===== config.mk =====
export PLATFORM = sky130hd
export DESIGN_NAME = cpu_control_fsm
export DESIGN_NICKNAME = d
export VERILOG_FILES = /design/src/rtl/cpu_control_fsm.sv
export SDC_FILE = /design/constraint.sdc
export NUM_CORES = 1
export LEC_CHECK = 0
export CELL_PAD_IN_SITES_DETAIL_PLACEMENT = 0
export CELL_PAD_IN_SITES_GLOBAL_PLACEMENT = 1
export CORE_ASPECT_RATIO = 0.9
export CORE_UTILIZATION = 22
export CTS_CLUSTER_SIZE = 25
export DETAILED_ROUTE_END_ITERATION = 8
export PLACE_DENSITY_LB_ADDON = 0.25
export SYNTH_ARGS = -nofsm -noshare
export SYNTH_HDL_FRONTEND = slang
export SYNTH_SLANG_ARGS = --single-unit

===== constraint.sdc =====
create_clock -name clk -period 1.7 [get_ports clk]
set_clock_uncertainty 0.2 [all_clocks]
set_input_delay 0.17 -clock clk [delete_from_list [all_inputs] [get_ports clk]]
set_output_delay 0.17 -clock clk [all_outputs]
set_load 0.005 [all_outputs]

===== src/rtl/cpu_control_fsm.sv =====
// cpu_control_fsm: multi-cycle T0..T3 instruction control unit for the 16-bit CPU.
// Latches an instruction from din in T0. It then drives register-select codes with
// their enables, the ALU and bus strobes, and a one-cycle done pulse.
// Optional feature macro: CTRL_INSTR_COUNT_EN adds the instr_count retired-instruction counter.
module cpu_control_fsm #(
    parameter int DATA_W   = 16,
    parameter int NUM_REGS = 8
) (
    input  logic              clk,
    input  logic              reset,
    input  logic              run,
    input  logic [DATA_W-1:0] din,
    output logic [DATA_W-1:0] ir,
    output logic [3:0]        rin_bin,
    output logic              rin_en,
    output logic [3:0]        rout_bin,
    output logic              rout_en,
    output logic              din_out,
    output logic              a_in,
    output logic              g_in,
    output logic              g_out,
    output logic              addsub,
    output logic              done
`ifdef CTRL_INSTR_COUNT_EN
    ,
    output logic [15:0]       instr_count
`endif
);

    typedef enum logic [1:0] {
        T0 = 2'd0,
        T1 = 2'd1,
        T2 = 2'd2,
        T3 = 2'd3
    } state_t;

    localparam logic [3:0] OP_MV  = 4'd0;
    localparam logic [3:0] OP_MVI = 4'd1;
    localparam logic [3:0] OP_ADD = 4'd2;
    localparam logic [3:0] OP_SUB = 4'd3;
    localparam logic [4:0] NREG   = NUM_REGS[4:0];

    state_t            state_q, state_d;
    logic [DATA_W-1:0] ir_q, ir_d;

    logic [3:0] opcode;
    logic [3:0] rx;
    logic [3:0] ry;
    logic       rx_ok;
    logic       ry_ok;
    logic       instr_legal;

    assign opcode = ir_q[15:12];
    assign rx     = ir_q[11:8];
    assign ry     = ir_q[7:4];
    assign ir     = ir_q;

    // Decode legality: known opcode and every register field it uses is in range
    always_comb begin
        rx_ok = ({1'b0, rx} < NREG);
        ry_ok = ({1'b0, ry} < NREG);
        case (opcode)
            OP_MV:          instr_legal = rx_ok && ry_ok;
            OP_MVI:         instr_legal = rx_ok;
            OP_ADD, OP_SUB: instr_legal = rx_ok && ry_ok;
            default:        instr_legal = 1'b0;
        endcase
    end

    // State and instruction register
    always_ff @(posedge clk) begin
        if (reset) begin
            state_q <= T0;
            ir_q    <= '0;
        end else begin
            state_q <= state_d;
            ir_q    <= ir_d;
        end
    end

    // Next-state logic; ir loads only when a run request is accepted in T0
    always_comb begin
        state_d = state_q;
        ir_d    = ir_q;
        case (state_q)
            T0: begin
                if (run) begin
                    ir_d    = din;
                    state_d = T1;
                end
            end
            T1: begin
                if (instr_legal && (opcode == OP_ADD || opcode == OP_SUB)) begin
                    state_d = T2;
                end else begin
                    state_d = T0;
                end
            end
            T2:      state_d = T3;
            T3:      state_d = T0;
            default: state_d = T0;
        endcase
    end

    // Control outputs, purely from state and ir; register codes idle at their field values
    always_comb begin
        rin_bin  = rx;
        rin_en   = 1'b0;
        rout_bin = ry;
        rout_en  = 1'b0;
        din_out  = 1'b0;
        a_in     = 1'b0;
        g_in     = 1'b0;
        g_out    = 1'b0;
        addsub   = 1'b0;
        done     = 1'b0;
        case (state_q)
            T1: begin
                if (!instr_legal) begin
                    done = 1'b1;
                end else begin
                    case (opcode)
                        OP_MV: begin
                            rout_en = 1'b1;
                            rin_en  = 1'b1;
                            done    = 1'b1;
                        end
                        OP_MVI: begin
                            din_out = 1'b1;
                            rin_en  = 1'b1;
                            done    = 1'b1;
                        end
                        default: begin
                            rout_bin = rx;
                            rout_en  = 1'b1;
                            a_in     = 1'b1;
                        end
                    endcase
                end
            end
            T2: begin
                rout_en = 1'b1;
                g_in    = 1'b1;
                addsub  = (opcode == OP_SUB);
            end
            T3: begin
                g_out  = 1'b1;
                rin_en = 1'b1;
                done   = 1'b1;
            end
            default: ;
        endcase
    end

`ifdef CTRL_INSTR_COUNT_EN
    logic [15:0] instr_count_q, instr_count_d;

    // Retired-instruction count, wraps naturally at 16 bits
    always_comb begin
        instr_count_d = done ? instr_count_q + 16'd1 : instr_count_q;
    end

    // Counter register
    always_ff @(posedge clk) begin
        if (reset) begin
            instr_count_q <= '0;
        end else begin
            instr_count_q <= instr_count_d;
        end
    end

    assign instr_count = instr_count_q;
`endif

endmodule


# == Word level (Yosys, flattened, before mapping) ==
# Cells that the tools add are included.
# totals
output_inout_bits,32
word_cells,43
n_memories,0
regBits,18
rom_bits,0
ram_bits,0
latch_bits,0
input_bits,19
# op_classes
n_mux,24
addsub,0
n_eq_ne,7
n_lt_le_gt_ge,2
shifts,0
div,0
bitwise_logic,0
n_reduce_logical,8
mul,0
# ops
cell,n
$mux 1,14
$mux 4,3
$eq 4x2->1 const B,2
$lt 4x4->1 const B,2
$pmux 1 s2,4
$pmux 2 s4,1
$eq 2x2->1 const B,2
$eq 4x1->1 const B,1
$logic_not 4->1,1
$mux 2,2
$reduce_or 3->1,1
$eq 2x1->1 const B,1
$logic_and 1x1->1,2
$logic_not 2->1,1
$ne 2x2->1 const B,1
$reduce_and 2->1,1
$reduce_or 2->1,1
$logic_or 1x1->1,1

# == Depth between registers and ports, before layout ==
# Gate-level depths: netlist of the first run.
# depth
ltp_word,6
ltp_mapped,7
mapped_depth_nobuf,5

# == Least setup slack after synthesis of the first run ==
# Ideal clock, no wire load.
# synth_timing
path_type,register to output
start,reg (tool-made name)
end,out rout_en
arrival_time_ns,1.328
t_required_ns,1.330
n_path_buf,0
stages_incl_launch_ff,6
slack_ns,0.002
path_cell_list,dfxtp_1 > inv_1 > ha_1 > or4b_4 > nor3_2 > o21a_1
# synth_rtl
element,line_no,rtl
to (decl),17,"output logic rout_en,"

==> results of run 1 <==
[state kept, by name, indices dropped and copies added, names as in the netlist, named ones only]
signal / cells
ir: 16
state_q: 1
[power by group through the flow]
stage	Clock [mW]	Combinational, mW	Sequential [mW]
floorplan	0	0.114	0.486
CTS	0.358	0.348	0.476
detailed placement	0	0.324	0.480
finish	0.346	0.384	0.476
global placement	0	0.321	0.480
global route	0.379	0.422	0.480
[worst max-delay path by stage]
stage | from | to | slack, ns | cells past startpoint
floorplan | flop | rout_en | 0.002 | 5
global placement | flop | rin_en | -0.42 | 5
detailed placement | flop | rin_en | -0.46 | 5
CTS | flop | rout_en | -0.33 | 6
global route | flop | rout_en | -0.36 | 6
finish | flop | rout_en | -0.30 | 6
[layer usage]
layer / wire [um] / vias up
li1: - / 502
met1: 1243 / 440
met2: 1347 / 33
met3: 151 / 2
met4: 15 / 0
met5: 0 / -
[cell type report]
class / count / area [sq um] / share of cell area, %
Timing Repair Buffer: 78 / 762.0 / 42.65
Sequential cell: 18 / 365.4 / 20.45
Clock buffer: 4 / 55.05 / 3.081
Multi-Input combinational cell: 78 / 526.8 / 29.48
Inverter: 4 / 20.02 / 1.120
Tap cell: 46 / 57.56 / 3.221
[logic make-up after synthesis]
group	count (synthesis)	synth area share [%]
fa+ha+maj	5	7.174
compound gates	22	14.49
buf+inv	14	7.890
mux	3	3.873
flops	18	41.32
simple gates	48	25.25
[worst max-delay path: stages, from the launching register on]
cell and delay [ns]:
dfxtp_2 0.33, inv_2 0.07, ha_4 0.12, or4b_4 0.47
nor3_2 0.16, o21a_1 0.13, buf_2 0.10
[what timing repair did]
| action | in CTS | in global routing |
|---|---|---|
| gates cloned | 0 | 2 |
| resized for setup | 62 | 11 |
| buffers inserted | 7 | 4 |
| pin swaps | 6 | 3 |
| endpoints found under the setup margin | 11 | 27 |
[synth_stat cells]
library cell	n
and2b_2	1
nand2b_1	1
a211o_1	1
nor2_1	4
a211oi_1	1
a21oi_1	16
and2_1	1
nor2b_1	2
dfxtp_1	18
o31ai_1	2
o21a_1	1
buf_2	1
nand4_1	1
nand3_1	1
mux2_2	3
nor3_2	1
inv_1	4
nand2_1	34
buf_4	4
and4_1	1
a21o_1	1
clkbuf_1	5
ha_1	5
or4b_4	1
==> out/metrics.cfg, run 1 <==
[yosys]
synth_seq_area_share_pct=41.32
synth_top_area_share_pct=41.32
syn_avg_cell_area_sq_um=7.928
yosys_warnings=0
synth_top_area_cell=dfxtp_1
synth_cell_type_count=24
syn_inst=110
syn_area_sq_um=872.1
yosys_register_bits=18
synth.area.top_cells=dfxtp_1, nand2_1, a21oi_1
syn_nets=134

[timing]
worstMarginPinSlew_ns=0.2433
slew_viol_final=0
rsz0062_at_grt=yes
slew_headroom_pct=83.73
min_period_ns=2.000
clock.fmax_mhz=500.1
setup_viol=6
whs_ns=0.2581
hold_viol=0
fin_crit_sh_pct=117.6
setup_tns_ns=-1.499
fin_ws_ns=-0.2995

[min_path]
hold_class=reg -> reg
holdPathStages=2
min_from=ir[2]
worstHoldEndpoint=ir[2]

[outcome]
violations=setup timing
status=finished with violations

[pwr]
p_switching_mw=0.3050
power_frac_seq_pct=39.5
irDropWorstVdd_uv=278.4
power.internal_mw=0.9008
switching_share_pct=25.29
clockPowerShare_pct=28.7
power_mw=1.206
leakage_nw=0.7655
p_comb_share_pct=31.9
p_per_area_nw_per_um2=674.9

[setup_path]
worst_setup_path_start_kind=flop
crit_required_ns=1.33
cp_data_arrival_time_ns=1.63
worstReg2RegEnd=ir[12]
critPathMaxFanout=3
reg2reg_depth=8
end_kind=output port
reg2reg_setup_slack_ns=0.13
critical_path_class=reg -> out

[clock_network]
clock-root-buffer=clkbuf_8
cts_tree=yes
cts_sinks=18
cts_max_path_buffers=2
cts_buffers=3
clk_pin_slew_ns=0.07
h-tree-depth=1
clk_latency_ns=0.25
hold_buffers=0

[die]
coreArea_sq_um=3757
start_util_pct=23.21
row_count=21
die-height_um=61.73
die_w_um=68.37
die_area_sq_um=4220
ios=51

[cells_and_area]
nets=207
syn_to_final_growth_pct=104.9
fillerInstances=360
antennaDiodeCount=0
drive_above_1_share_pct=34.62
finalNonFillerCells=228
design_area_sq_um=1787
layout_commonest_cell=clkdlybuf4s50_1
final_util_pct=47.55
layout_common_cells=clkdlybuf4s50_1, nand2_1, buf_4

[global_routing]
met2_usage_pct=23.95
grt_pass1_vias=922
grt_pass1_wl_um=4264
track_usage_pct=13.80
grt_start_max_net_pins=15
grt_use_met1_pct=17.07
use_met3_pct=2.372
overflow=0
grt-busiest-layer=met2
antenna_found_initial=0

[drt]
num_vias=977
wl_per_cell_um=12.10
viasPerCell=4.285
ant_nets=0
drcViolationCount=0
wl_um=2758
drt-initial-drc-count=20
first_pass_iters=4

[flow_run]
drv_cap=0

[placement]
dp.cells=214
dp_hpwl_um=1922
pre_cts_slack_ns=-0.4617
io_buffers=50
globalplace.congestion=0.7338
placed_cell_area_sq_um=1536

No activity file was read; power rests on OpenSTA's default activity.
==> run 2, diff against run 1 <==
Settings changed: HOLD_SLACK_MARGIN set to 0.1, PLACE_DENSITY_LB_ADDON 0.25 to 0.12.
==> out/metrics.cfg, run 2 (synthesized netlist as in run 1, its figures left out) <==
[cells_and_area]
layout_commonest_cell=clkdlybuf4s50_1
antennaDiodeCount=0
fillerInstances=370
layout_common_cells=clkdlybuf4s50_1, nand2_1, a21oi_1, buf_4
finalNonFillerCells=224
syn_to_final_growth_pct=99.86
largest_reg_flops=16
drive_above_1_share_pct=35.39
nets=203

[clock_network]
h-tree-depth=1
cts_buffers=3
cts_sinks=18
clk_latency_ns=0.25
cts_tree=yes
clock-root-buffer=clkbuf_8
cts_max_path_buffers=2
clk_pin_slew_ns=0.07

[setup_path]
crit_slowest_cell=or4b_4
reg2reg_setup_slack_ns=0.08
critPathMaxFanout=3
crit_required_ns=1.33
crit_chain=inv_2 > ha_4 > or4b_4 > nor3_4 > o21a_1 > buf_2
cp_data_arrival_time_ns=1.64
max_stage_delay_ns=0.49
worst_setup_path_start_kind=flop
critical_path_class=reg -> out
end_kind=output port

[die]
die_w_um=68.37
coreArea_sq_um=3757
die_area_sq_um=4220
die-height_um=61.73
ios=51
row_count=21
start_util_pct=23.21

[timing]
whs_ns=0.2508
min_period_ns=2.008
setup_viol=7
clock.fmax_mhz=498.1
setup_tns_ns=-1.826
slew_viol_final=0
slew_headroom_pct=82.50
fin_ws_ns=-0.3075
fin_crit_sh_pct=118.1
worstMarginPinSlew_ns=0.2617
rsz0062_at_grt=yes
hold_viol=0

[pwr]
leakage_nw=0.7284
power.internal_mw=0.8823
power_frac_seq_pct=39.7
irDropWorstVdd_uv=289.9
clockPowerShare_pct=29.7
p_switching_mw=0.3165
power_mw=1.199
p_per_area_nw_per_um2=687.9
switching_share_pct=26.40
p_comb_share_pct=30.6

[global_routing]
grt_pass1_wl_um=4388
overflow=0
antenna_found_initial=0
grt_pass1_vias=947
track_usage_pct=14.25
grt_start_max_net_pins=17

[drt]
num_vias=956
viasPerCell=4.268
wl_um=2738
drt-initial-drc-count=38
wl_per_cell_um=12.22
drcViolationCount=0
first_pass_iters=4
ant_nets=0

[flow_run]
drv_cap=0

[outcome]
status=finished with violations
violations=setup timing

[placement]
globalplace.congestion=0.7184
dp.cells=216
io_buffers=50
dp_hpwl_um=1911

[min_path]
hold_class=in -> reg

## run 2: per-stage QoR
step	setup slack [ns]	utilization (%)	area (sq um)
2_1_floorplan	0.002328	-	872.1
3_3_place_gp	-0.4138	40.96	1539
3_5_place_dp	-0.4300	40.96	1539
4_1_cts	-0.3395	45.89	1724
5_1_grt	-0.4002	46.39	1743
6_report	-0.3075	46.39	1743
## run 2: power groups by stage
stage	sequential, mW	combinational, mW	clock [mW]
finish	0.476	0.366	0.357
global route	0.480	0.401	0.393
CTS	0.476	0.371	0.372
detailed placement	0.480	0.324	0
global placement	0.479	0.324	0
floorplan	0.486	0.114	0
## run 2: layer usage
metal | vias to the layer above | global-route usage (%) | part of all wire, %
met5 | - | 0 | 0
met4 | 0 | 4.464 | 0.47
met3 | 2 | 4.015 | 7.1
met2 | 35 | 25.07 | 48
met1 | 423 | 16.80 | 45
li1 | 496 | - | -
## run 2: layout make-up
class	count	area, sq um	share of cell area [%]
flip-flops and latches	18	367.9	21.11
clock buffers	4	55.05	3.159
repair buffers	74	695.7	39.91
well taps	46	57.56	3.302
multi-input cells	78	546.8	31.37
inverters	4	20.02	1.149
## run 2: path summary, 6_finish.rpt
check,from,to,depth (start not counted)
min,din[15],ir[15],3
max reg2reg,flop,flop,8
min reg2reg,ir[1],ir[1],2
max,flop,rout_en,6
## run 2: worst max-delay path: cells and delay by family, from the launching register on
| kind | cells | cell delay [ns] |
|---|---|---|
| buffers and inverters | 2 | 0.16 |
| AOI/OAI and AO/OA | 1 | 0.12 |
| DFF | 1 | 0.33 |
| and+or+nand+nor | 2 | 0.66 |
| adders and majority gates | 1 | 0.12 |
## run 2: timing repair
item                       CTS  global route
gates cloned                 0             0
resized for setup           79             9
hold buffers                 0             0
setup buffers                7             1
pin swaps                    6             3
setup endpoints to repair   11            30
